<file path="src/rtl/btb_branch_predictor.sv">
// btb_branch_predictor: direct-mapped BTB with saturating counters, ID-resolved update/redirect and perf counters
module btb_branch_predictor #(
  parameter int ADDR_WIDTH = 32,
  parameter int INDEX_BITS = 4,
  parameter int CTR_WIDTH  = 2,
  parameter int PERF_WIDTH = 32
) (
  input  logic                  clock,
  input  logic                  reset,
  input  logic [ADDR_WIDTH-1:0] pc_IF,
  output logic                  pred_taken_IF,
  output logic [ADDR_WIDTH-1:0] pred_target_IF,
  output logic [ADDR_WIDTH-1:0] npc_IF,
  input  logic                  upd_valid_ID,
  input  logic [ADDR_WIDTH-1:0] upd_pc_ID,
  input  logic                  upd_is_jump_ID,
  input  logic                  upd_taken_ID,
  input  logic [ADDR_WIDTH-1:0] upd_target_ID,
  input  logic                  upd_pred_taken_ID,
  input  logic [ADDR_WIDTH-1:0] upd_pred_target_ID,
  output logic                  mispredict_ID,
  output logic [ADDR_WIDTH-1:0] redirect_pc_ID,
  output logic [PERF_WIDTH-1:0] branch_cnt,
  output logic [PERF_WIDTH-1:0] mispredict_cnt
);
  localparam int ENTRIES = 2 ** INDEX_BITS;
  localparam int TW = ADDR_WIDTH - INDEX_BITS - 2;
  localparam logic [CTR_WIDTH-1:0] CTR_MAX = '1;
  localparam logic [CTR_WIDTH-1:0] CTR_WEAK = CTR_WIDTH'(1) << (CTR_WIDTH - 1);
  logic [ENTRIES-1:0] valid, is_jump;
  logic [ENTRIES-1:0][TW-1:0] tag;
  logic [ENTRIES-1:0][ADDR_WIDTH-1:0] target;
  logic [ENTRIES-1:0][CTR_WIDTH-1:0] ctr;
  logic [INDEX_BITS-1:0] lk_idx, up_idx;
  logic [TW-1:0] lk_tag, up_tag;
  logic lk_hit, up_hit, alloc, wr_en;
  logic [CTR_WIDTH-1:0] cur_ctr, ctr_nxt;
  assign lk_idx = pc_IF[INDEX_BITS+1:2];
  assign lk_tag = pc_IF[ADDR_WIDTH-1:INDEX_BITS+2];
  assign up_idx = upd_pc_ID[INDEX_BITS+1:2];
  assign up_tag = upd_pc_ID[ADDR_WIDTH-1:INDEX_BITS+2];
  assign lk_hit = valid[lk_idx] && tag[lk_idx] == lk_tag;
  assign up_hit = valid[up_idx] && tag[up_idx] == up_tag;
  assign pred_taken_IF = lk_hit && (is_jump[lk_idx] || ctr[lk_idx][CTR_WIDTH-1]);
  assign pred_target_IF = pred_taken_IF ? target[lk_idx] : '0;
  assign mispredict_ID = upd_valid_ID && ((upd_pred_taken_ID != upd_taken_ID) ||
                         (upd_taken_ID && upd_pred_target_ID != upd_target_ID));
  assign redirect_pc_ID = upd_taken_ID ? upd_target_ID : upd_pc_ID + ADDR_WIDTH'(4);
  assign npc_IF = mispredict_ID ? redirect_pc_ID :
                  pred_taken_IF ? pred_target_IF : pc_IF + ADDR_WIDTH'(4);
  assign alloc = upd_valid_ID && !up_hit && upd_taken_ID;
  assign wr_en = upd_valid_ID && (up_hit || upd_taken_ID);
  assign cur_ctr = ctr[up_idx];
  always_comb begin
    ctr_nxt = cur_ctr;
    if (!up_hit || upd_is_jump_ID)
      ctr_nxt = upd_is_jump_ID ? CTR_MAX : CTR_WEAK;
    else if (upd_taken_ID)
      ctr_nxt = cur_ctr == CTR_MAX ? cur_ctr : cur_ctr + CTR_WIDTH'(1);
    else
      ctr_nxt = cur_ctr == '0 ? cur_ctr : cur_ctr - CTR_WIDTH'(1);
  end
  always_ff @(posedge clock) begin
    if (reset) begin
      valid <= '0;
      ctr <= '0;
      branch_cnt <= '0;
      mispredict_cnt <= '0;
    end else begin
      if (wr_en) begin
        ctr[up_idx] <= ctr_nxt;
        if (alloc) valid[up_idx] <= 1'b1;
      end
      if (upd_valid_ID && ~&branch_cnt) branch_cnt <= branch_cnt + PERF_WIDTH'(1);
      if (mispredict_ID && ~&mispredict_cnt) mispredict_cnt <= mispredict_cnt + PERF_WIDTH'(1);
    end
  end
  // Tag/target/kind need no reset: a cleared valid bit hides them.
  always_ff @(posedge clock) begin
    if (!reset && wr_en && upd_taken_ID) target[up_idx] <= upd_target_ID;
    if (!reset && alloc) begin
      tag[up_idx] <= up_tag;
      is_jump[up_idx] <= upd_is_jump_ID;
    end
  end
endmodule

</file>
<file path="config.mk">
export PLATFORM = sky130hd
export DESIGN_NAME = btb_branch_predictor
export DESIGN_NICKNAME = d
export VERILOG_FILES = /design/src/rtl/btb_branch_predictor.sv
export SDC_FILE = /design/constraint.sdc
export NUM_CORES = 2
export LEC_CHECK = 0
export BUFFER_PORTS_ARGS = -buffer_cell sky130_fd_sc_hd__buf_2
export CAP_MARGIN = 20
export CORE_MARGIN = 2
export CORE_UTILIZATION = 35
export CTS_CLUSTER_SIZE = 14
export DETAILED_ROUTE_END_ITERATION = 8
export HOLD_SLACK_MARGIN = 0.08
export PLACE_DENSITY = 0.62
export SYNTH_ARGS = -nofsm -noshare
export SYNTH_HDL_FRONTEND = slang
export SYNTH_SLANG_ARGS = --single-unit
</file>
<file path="constraint.sdc">
create_clock -name clock -period 8.4 [get_ports clock]
set_input_delay 1.68 -clock clock [delete_from_list [all_inputs] [get_ports clock]]
set_output_delay 1.68 -clock clock [all_outputs]
set_load 0.02 [all_outputs]
</file>
Yosys cells after proc, flatten, opt, wreduce, memory -nomap -nowiden
Index checks and enable logic that the tools add are counted.

cells by class
  reduce and logical (&&, ||, !) cells = 26
  equality and inequality tests = 5
  add/subtract/negate cells = 6
  muxes and demuxes = 37
  bitwise logic cells = 1
  magnitude comparators = 3

operator list
  operator               count
  $bwmux 512             1
  $bwmux 416             1
  $bmux 26 s4            2
  $mux 32                6
  $bmux 32 s4            1
  $demux 32 s4           1
  $demux 26 s4           1
  $mux 26                3
  $add 32x1->32 const B  2
  $add 32x3->32 const B  2
  $reduce_and 32->1      2
  $eq 26x26->1           2
  $bwmux 32              1
  $ne 32x32->1           1
  $bmux 2 s4             2
  $bwmux 16              1
  $or 16x16->16          1
  $logic_and 1x1->1      14
  $mux 2                 7
  $bmux 1 s4             3
  $lt 4x5->1 const B     2
  $demux 2 s4            1
  $mux 1                 5
  $demux 1 s4            1
  other kinds (9)        15

storage, ports and cells
  register bits = 1056
  output and inout bits = 162
  word-level logic and storage cells = 130
  input port bits = 134

Logic depth before layout (Yosys ltp)
  depth after elaboration = 8
  gate-level depth with buffers = 17

Worst setup path before layout
OpenSTA, ideal clock, no wires.

  kind = input to output
  start point = input port pc_IF[2]
  end point = output port npc_IF[24]
  stages = 14
  required time = 6.720 ns
  slack = 1.397 ns
  arrival = 5.323 ns
  path through = buf_6 > buf_2 > buf_2 > mux4_2 > mux4_2 > xor2_1 > nor4_1 > nand4_1 > or4_1 > buf_2 > buf_6 > buf_6 > mux2i_1 > a21oi_1

between the ends
  longest elaborated chain between the ends = 8

ends and longest elaborated chain
  what                           line  text
  start: declaration             10    input logic [ADDR_WIDTH-1:0] pc_IF,
  $bmux 26 s4                    42    assign lk_hit = valid[lk_idx] && tag[lk_idx] == lk_tag;
  $mux 26 (not written as such)  42
  $eq 26x26->1                   42
  $logic_and 1x1->1              42
  $logic_and 1x1->1              44    assign pred_taken_IF = lk_hit && (is_jump[lk_idx] || ctr[lk_idx][CTR_WIDTH-1]);
  $mux 32                        45    assign pred_target_IF = pred_taken_IF ? target[lk_idx] : '0;
  $mux 32 *                      50    pred_taken_IF ? pred_target_IF : pc_IF + ADDR_WIDTH'(4);
  $mux 32 *                      49    assign npc_IF = mispredict_ID ? redirect_pc_ID :
  end: declaration               13    output logic [ADDR_WIDTH-1:0] npc_IF,

Mark *: on every way between the ends. The rest lies on a longest branch, timed or not. The select of a mux whose other input is x is not followed.

Worst setup path after layout
  start point = input port pc_IF[2]
  end point = output port npc_IF[1]

Same word-level chain as after synthesis.

==> flow_summary.yaml <==
route:
  drt_iter0_markers: 3687
  viasPerCell: 5.91
  route.detailed.drc: 0
  dr.pass1.iters: 6
  wl_per_cell_um: 31.6
  totalWireLength_mm: 159
  vias: 29700
  ant_nets: 0
layout:
  nets: 3279
  fillers: 12100
  syn_to_final_growth_pct: 16.1
  instances_no_fill: 5023
  ff_latch_area_mm2: 0.0306
  multi_input_area_mm2: 0.0164
  drive_gt1_share_pct: 30.8
  design_area_mm2: 0.0553
sta:
  setup_viol: 0
  max_freq_ghz: 0.123
  tightest_slew_ns: 1.16
  hold_violations: 0
  rsz0062_at_grt: "no"
  clock_skew_ns: 0.0450
  layout_setup_ws_ns: 0.239
  final_max_slew_viol_count: 0
  maxSlewHeadroom_pct: 22.7
  fin_setup_tns_ns: 0
  post-route-period-util_pct: 97.2
  finalCriticalPeriod_ns: 8.16
global_routing:
  antenna_found_initial: 44
  overflow: 0
  track_usage_pct: 22.3
  grt_pass1_wl_mm: 220
  grt_start_max_net_pins: 97
  grt_pass1_vias: 28400
cts:
  clockBufferDepth: 3
  cts-root-buf: "clkbuf_16"
  htree_levels: 3
  cts_sinks: 1056
  cts.hold.buffers_added: 0
  clk_pin_slew_ns: 0.07
  cts_tree: "done"
  cts_buffers: 107
  worstSkewPairLatency_ns: 0.73
placed_design:
  io_buffers: 295
  gp_congestion: 0.900
  dpl.hpwl_mm: 104
  dp_cells: 4809
  dpl_cell_area_mm2: 0.0517
  pre_cts_ws_ns: 0.0219
synthesis:
  yosys_warnings: 0
  yosysSeqAreaShare_pct: 64.2
  synth_edf_count: 944
  synth.most_common_cell: "edfxtp_1"
  synth.largest_area_cell: "edfxtp_1"
  synth_ff_type: "edfxtp_1"
  syn_nets: 2945
  synth-seq-cells: 1056
  synth_area_leaders: "edfxtp_1 (60%), mux4_2 (17%), dfxtp_1 (4.7%)"
  syn-cell-area_mm2: 0.0476
  synth-async-reset-ratio_pct: 0
  synth_area_per_cell_um2: 17.0
  synth_top_area_share_pct: 59.5
  ys_types: 68
  synthTopCellsByCount: "edfxtp_1 (944), mux4_2 (359), nand2_1 (148)"
  synthCells: 2804
floorplanning:
  num_io_pins: 296
  die_w_um: 373
  start_util_pct: 35.2
  rows: 135
  coreArea_mm2: 0.135
  dieArea_mm2: 0.139
  chipHeight_um: 373
hold_path:
  hold_start: "ctr[4]"
  hp-class: "reg -> reg"
critical_path:
  rr_startpoint: "tag[268]"
  crit_path_start_kind: "primary input"
  startpoint: "pc_IF[2]"
  worstPathCellList: "buf_8 -> mux4_2 -> mux4_2 -> xnor2_1 -> nand4_1 -> or4_1 -> or4_2 -> buf_4 -> mux2i_1 -> a21oi_1 -> buf_2"
  cpPeakStageDelay_ns: 1.05
  cp.arrival_ns: 6.48
  slowest_stage: "or4_2"
  cpMostUsedCell: "mux4_2"
  critPathKind: "in -> out"
  end_kind: "primary output"
  worstPathMaxFanout: 37
  cp.required_ns: 6.72
run:
  drv_cap: 0
power_and_ir_drop:
  power_w: 0.0116
  power_density_mw_per_mm2: 209
  cellLeakagePower_nw: 18.2
  vdd_drop_max_uv: 157
outcome:
  outcome: "finished, final reports clean"
## placed cells by master, fill, tap and decap left out, types with 13 or more instances in the layout
cell type	Yosys	final
and4_1	36	36
clkbuf_1	92	21
clkinv_2	0	16
nor2_1	139	110
mux4_2	359	359
a22oi_1	14	14
o21ai_0	60	60
a221oi_1	20	20
and2_1	17	17
nor2_4	0	28
mux2i_1	114	114
or3_1	18	18
buf_4	4	104
xor2_1	98	98
o22ai_1	14	14
o32ai_1	23	23
inv_1	21	20
mux2_2	26	26
a21oi_1	47	47
xnor2_1	99	99
edfxtp_1	944	944
clkbuf_16	0	107
a22o_1	13	13
dfxtp_1	112	112
buf_2	45	290
a211oi_1	15	15
nor3_1	21	18
nand2_1	148	148
clkinv_1	1	27
nand3_1	65	65
and3_1	22	22
nand4_1	42	42
## sequential cells by signal (all words and copies together), names as in the netlist
register and count:
target 512, tag 416, branch_cnt 32, ctr 32, mispredict_cnt 32, is_jump 16
valid 16
## worst paths after layout
kind / endpoint / slack [ns] / cells after the start
worst max-delay path: npc_IF[1] / 0.24 / 11
worst min-delay path: ctr[4] / 0.48 / 2
worst max register to register: tag[70] / 3.62 / 10
worst min register to register: ctr[4] / 0.48 / 2
## cells by family (layout without fill, tap and decap cells)
logic type      Yosys count  count (layout)  synth area share [%]
simple gates            549             549                  5.71
xor+xnor                197             197                  3.62
other cells               0              12                     0
buf+inv                 207             633                  1.97
mux                     503             503                  20.1
fa+ha+maj                 9               9                 0.226
compound gates          283             283                  4.12
flops                  1056            1056                  64.2
## area by class of cell
class / instances / area share, %
Antenna cell: 12 / 0.0543
Clock buffer: 128 / 4.99
Clock inverter: 73 / 1.37
Inverter: 26 / 0.181
Multi-Input combinational cell: 1541 / 29.6
Sequential cell: 1056 / 55.4
Tap cell: 1781 / 4.03
Timing Repair Buffer: 406 / 4.42
## worst max-delay path, delay by kind of cell
family          cells  cell delay, ns
simple gates        3            1.93
mux                 3            1.27
buf+inv             3            0.93
xor+xnor            1            0.44
compound gates      1            0.17
## through the flow
step	util (%)	hold WS [ns]
after global routing	40.8	0.499
after detailed placement	38.2	0.462
final	40.8	0.481
after floorplan	-	0.437
after global placement	38.2	0.452
after CTS	40.8	0.475
## timing repair
item                                    in CTS  in global routing
endpoints found under the setup margin       0                 23
resized for setup                            0                  1
hold endpoints to repair                     0                  0
buffers inserted                             0                  0
## routing by layer
| metal | GRT usage (%) | wire [um] |
|---|---|---|
| met3 | 6.44 | 17400 |
| met4 | 7.59 | 5060 |
| met2 | 34.2 | 72600 |
| met1 | 30.3 | 63200 |
| met5 | 0 | 276 |
## power breakdown
group / internal, W / total, W / switching (W)
logic: 0.000358 / 0.00100 / 0.000642
registers: 0.00575 / 0.00577 / 0.0000153
clock network: 0.00270 / 0.00480 / 0.00210
total: 0.00881 / 0.0116 / 0.00276
(Power assumes the default switching activity.)
